--- config.mk ---
export PLATFORM = sky130hd
export DESIGN_NAME = pingpong_fill_ctrl
export DESIGN_NICKNAME = d
export VERILOG_FILES = /design/src/rtl/pingpong_fill_ctrl.sv
export SDC_FILE = /design/constraint.sdc
export NUM_CORES = 1
export LEC_CHECK = 0
export ABC_AREA = 1
export CORE_ASPECT_RATIO = 0.7
export CORE_MARGIN = 4
export CORE_UTILIZATION = 50
export CTS_BUF_LIST = sky130_fd_sc_hd__clkbuf_8
export CTS_CLUSTER_SIZE = 24
export DETAILED_ROUTE_END_ITERATION = 10
export PLACE_DENSITY = 0.83
export SLEW_MARGIN = 30
export SYNTH_ARGS = -nofsm -noshare
export SYNTH_HDL_FRONTEND = slang
export SYNTH_SLANG_ARGS = --single-unit
--- constraint.sdc ---
create_clock -name clk -period 1.9 [get_ports clk]
set_input_delay 0.19 -clock clk [delete_from_list [all_inputs] [get_ports clk]]
set_output_delay 0.19 -clock clk [all_outputs]
set_load 0.01 [all_outputs]
--- src/rtl/pingpong_fill_ctrl.sv ---
// -----------------------------------------------------------------------------
// pingpong_fill_ctrl
//
// Write-side controller for the ECG ping-pong sample buffer. Incoming samples
// are written, one per valid cycle, into the bank currently owned by the
// writer. When a frame is complete and the reader has released the other
// bank, the banks are swapped: `switch` toggles and `frame_ready` pulses to
// hand the full frame to the reader.
//
// Ports
//   clk          : single clock for the whole block
//   rst_n        : asynchronous, active-low reset
//   enable       : 1 = acquisition running
//   sample_valid : one sample offered this cycle (no backpressure)
//   sample_data  : sample value
//   rd_done      : 1-cycle pulse from the reader, finished with its bank
//   fu_addra     : write address into the active bank (registered)
//   fu_wea       : write strobe into the active bank (registered)
//   dt_an        : write data (registered)
//   switch       : bank select into switching_block
//   frame_ready  : 1-cycle pulse, full frame handed to the reader
//   rd_busy      : reader holds the non-active bank
//   overrun_cnt  : samples dropped while waiting for the reader (saturating)
// -----------------------------------------------------------------------------
module pingpong_fill_ctrl #(
  parameter int ADDR_W    = 12,
  parameter int DATA_W    = 32,
  parameter int FRAME_LEN = 4096
) (
  input  logic              clk,
  input  logic              rst_n,
  input  logic              enable,
  input  logic              sample_valid,
  input  logic [DATA_W-1:0] sample_data,
  input  logic              rd_done,
  output logic [ADDR_W-1:0] fu_addra,
  output logic              fu_wea,
  output logic [DATA_W-1:0] dt_an,
  output logic              switch,
  output logic              frame_ready,
  output logic              rd_busy,
  output logic [15:0]       overrun_cnt
);

  localparam logic [ADDR_W-1:0] LAST_ADDR = ADDR_W'(FRAME_LEN - 1);

  typedef enum logic [1:0] {
    IDLE     = 2'd0,
    FILL     = 2'd1,
    WAIT_RDR = 2'd2
  } state_t;

  state_t            state_reg;
  logic [ADDR_W-1:0] wp_reg;
  // Set for exactly one cycle after the last sample of a frame is accepted
  // with the reader free; the bank flips at the end of that cycle so the
  // final write of the old frame lands before `switch` changes.
  logic              swap_pend_reg;

  logic accept;
  logic last_accept;
  logic reader_free;
  logic swap_fire;

  assign accept      = (state_reg == FILL) && enable && sample_valid;
  assign last_accept = accept && (wp_reg == LAST_ADDR);
  assign reader_free = !rd_busy || rd_done;
  // A swap out of WAIT_RDR fires directly in the rd_done cycle; a swap out
  // of FILL fires one cycle after the last accept. A pending FILL swap still
  // completes if enable drops, since that frame is already full.
  assign swap_fire   = swap_pend_reg ||
                       ((state_reg == WAIT_RDR) && enable && rd_done);

  always_ff @(posedge clk or negedge rst_n) begin
    if (!rst_n) begin
      state_reg     <= IDLE;
      wp_reg        <= '0;
      swap_pend_reg <= 1'b0;
      fu_addra      <= '0;
      fu_wea        <= 1'b0;
      dt_an         <= '0;
      switch        <= 1'b0;
      frame_ready   <= 1'b0;
      rd_busy       <= 1'b0;
      overrun_cnt   <= '0;
    end else begin
      // Registered write port: one cycle of latency from accept to bus.
      fu_wea <= accept;
      if (accept) begin
        fu_addra <= wp_reg;
        dt_an    <= sample_data;
      end

      swap_pend_reg <= 1'b0;
      frame_ready   <= swap_fire;
      if (swap_fire) begin
        switch <= ~switch;
      end

      // The reader is handed a bank on every swap. An rd_done that arrives
      // together with the last accept is consumed by the swap it enables,
      // so the reader is considered busy throughout.
      if (swap_fire) begin
        rd_busy <= 1'b1;
      end else if (rd_done && !last_accept) begin
        rd_busy <= 1'b0;
      end

      case (state_reg)
        IDLE: begin
          wp_reg <= '0;
          if (enable) begin
            state_reg <= FILL;
          end
        end

        FILL: begin
          if (!enable) begin
            state_reg <= IDLE;
            wp_reg    <= '0;
          end else if (accept) begin
            if (last_accept) begin
              wp_reg <= '0;
              if (reader_free) begin
                swap_pend_reg <= 1'b1;
              end else begin
                state_reg <= WAIT_RDR;
              end
            end else begin
              wp_reg <= wp_reg + ADDR_W'(1);
            end
          end
        end

        WAIT_RDR: begin
          if (!enable) begin
            state_reg <= IDLE;
            wp_reg    <= '0;
          end else begin
            if (sample_valid && (overrun_cnt != 16'hFFFF)) begin
              overrun_cnt <= overrun_cnt + 16'd1;
            end
            if (rd_done) begin
              state_reg <= FILL;
            end
          end
        end

        default: begin
          state_reg <= IDLE;
          wp_reg    <= '0;
        end
      endcase
    end
  end

endmodule

==> impl_metrics.yaml <==
placed_design:
  portBuffers: 100
  routabilityCongestion: 0.954
  dp_hpwl_mm: 6.70
synthesis:
  synth_cell_type_count: 31
  synth-seq-area-share_pct: 53.4
  syn_nets: 500
  muxShareOfSynthArea_pct: 0
  synth_top_cell_by_area: "dfrtp_1"
  synth_compound_area_share_pct: 3.11
  synth-async-reset-ratio_pct: 100
  synth.area.top_cells: "dfrtp_1 53%, nand2_1 23%, inv_1 3.3%, nor2_1 3.3%, nand3_1 2.4%"
  synthFlopType: "dfrtp_1"
  synth_top_family_by_area: "simple AND/OR/NAND/NOR gates"
  synth_edf_count: 0
  netlist_instances: 461
  ys_ff_latch: 79
  synth.top_cell.area_share_pct: 53.4
  syn_avg_cell_area_um2: 8.03
  yosys.area_share.simple_pct: 34.0
  yosysWarnings: 0
  synth_area_um2: 3700
  yosys.area_share.adder_pct: 0.676
  yosys.area_share.xor_xnor_pct: 3.08
cells_and_area:
  regMostFlops: "dt_an"
  diodes: 0
  fin_nets: 607
  multi_input_area_um2: 1510
  drive_above_1_share_pct: 7.17
  syn_to_final_growth_pct: 36.2
  fill_cells: 533
  largest_reg_flops: 32
  top_regs: "dt_an x32, overrun_cnt x16"
  regArea_um2: 1980
critical_path:
  r2r_slack_ns: 0.17
  cp_max_fo: 19
  crit_type: "reg2reg"
  cp-end-kind: "register"
  cp_top_family: "simple AND/OR/NAND/NOR gates"
  worstPathArrival_ns: 1.96
  crit_path_start_kind: "register"
  crit_top_cell: "nand2_1"
  max_stage_delay_ns: 0.45
  critPathRequiredTime_ns: 2.14
  worstPathCellList: "ha_1 -> nand3_2 -> nor2_4 -> nand4_4 -> nand2_4 -> inv_4 -> nand2_1 -> nand2_1"
  critPathSlowestCell: "dfrtp_1"
  crit_buf_inv: 1
clock_tree:
  cts.path.max_buffers: 2
  cts_tree: "yes"
  cts_sinks: 79
  clkLatencyLatePin_ns: 0.34
  clk_pin_slew_worst_paths_ns: 0.08
  cts_root_buffer: "clkbuf_8"
  cts_buffers: 9
  cts.repair.resized: 0
  cts_htree_levels: 3
grt:
  grt-ovfl-total: 0
  grt_pass1_wl_mm: 15.3
  grt.total_usage_pct: 21.3
  grt_max_degree: 50
  grt_pass1_vias: 3184
  grt_antenna_before_repair: 0
floorplanning:
  io_pins: 101
  fp.dieH_um: 80.0
  initial_core_util_pct: 53.1
  die_area_um2: 8860
  coreArea_um2: 6980
  num_rows: 25
  fp.dieW_um: 111
power:
  vdd_drop_max_mv: 0.710
  power.total_uw: 5590
  p_leak_uw: 0.00244
  p_per_area_nw_per_um2: 1110
timing:
  rsz0062_at_grt: "false"
  final_hold_viol_count: 0
  finalSetupTns_ns: 0
  slew_violations: 0
  slew-limit-headroom_pct: 57.9
  fin_skew_ns: 0.00894
  tightest_slew_ns: 0.632
  finalCriticalPeriod_ns: 1.73
  finalCritPeriodShare_pct: 90.8
  fmax_ghz: 0.580
  setup_violations: 0
hold_path:
  hold_class: "in2reg"
status:
  status: "finished clean"
drt:
  routed_wl_mm: 8.96
  first_pass_iters: 4
  drtIter0Drc: 196
  routedWlPerCell_um: 13.5
  vias: 3328
  postRouteAntennaNets: 0
  drc: 0
  avgViaCountPerCell: 5.00
run:
  timing.max_cap.violations: 0
power by group:
group / total (uW) / leakage, uW / internal, uW / switching [uW]
clock: 1320 / 0.000105 / 730 / 595
sequential: 2380 / 0.00105 / 2090 / 287
combinational: 1890 / 0.00129 / 972 / 915
total: 5590 / 0.00244 / 3790 / 1800
cells in the mapped netlist, drive strengths merged (2+ instances only):
library cell,number
nand2,225
dfrtp,79
inv,38
nor2,38
nand3,20
o21ai,18
xnor2,10
nand4,8
buf,7
clkbuf,4
nor3,3
xor2,3
a21oi,2
ha,2
cell usage in the layout, fill, tap and decap left out, drive strengths merged:
master,instances
nand3,20
xor2,3
o211ai,1
nand4,8
clkbuf,9
and2,1
inv,38
xnor2,10
nor3,3
clkinvlp,1
dlygate4sd3,1
o21bai,1
o21ai,18
nor2,38
clkdlybuf4s50,99
buf,7
bufinv,2
dfrtp,79
nand3b,1
a21oi,2
clkinv,3
ha,2
nand2,225
repair_timing:
action,4_1_cts,5_1_grt
hold endpoints to repair,47,0
buffers inserted,0,0
endpoints found under the setup margin,0,0
hold buffers,1,0
tightest hold or removal path, stage by stage:
cell and delay (ns):
clkdlybuf4s50_1 0.39, nand2_1 0.06, nand2_1 0.04
final timing paths:
kind,startpoint,endpoint,depth (start not counted)
worst min register to register,switch,switch,1
worst max register to register,overrun_cnt[0],overrun_cnt[8],8
min in group asynchronous,rst_n,overrun_cnt[13],2
max in group asynchronous,rst_n,wp_reg[7],3
worst max-delay path,overrun_cnt[0],overrun_cnt[8],8
worst min-delay path,sample_data[30],dt_an[30],3
cells by family after synthesis:
logic type	count (synthesis)
flops	79
compound gates	22
fa+ha+maj	2
simple gates	296
buf+inv	49
xor+xnor	13
metal layers:
layer | global-route usage [%] | part of all wire, %
met1 | 29.3 | 47
met4 | 5.41 | 0.75
met2 | 33.5 | 46
met3 | 6.14 | 6.3
met5 | 0 | 0
final cells by class:
class,count,area share [%]
tap,94,2.33
sequential,79,39.2
timing repair buffer,107,21.4
multi-input combinational,333,30.0
inverter,38,2.88
clock buffer,9,2.46
clock inverter,6,1.71
per-stage QoR:
step / setup WS, ns / instances / util (%) / hold WS [ns] / area, um2
2_1_floorplan: 0.342 / 461 / - / -0.106 / 3700
3_3_place_gp: 0.122 / 650 / 69.1 / 0.251 / 4820
3_5_place_dp: 0.0951 / 650 / 69.1 / 0.250 / 4820
4_1_cts: 0.154 / 666 / 72.3 / 0.353 / 5040
5_1_grt: 0.0293 / 666 / 72.3 / 0.361 / 5040
6_report: 0.175 / 666 / 72.3 / 0.369 / 5040
Power figures use the tool's default switching activity.
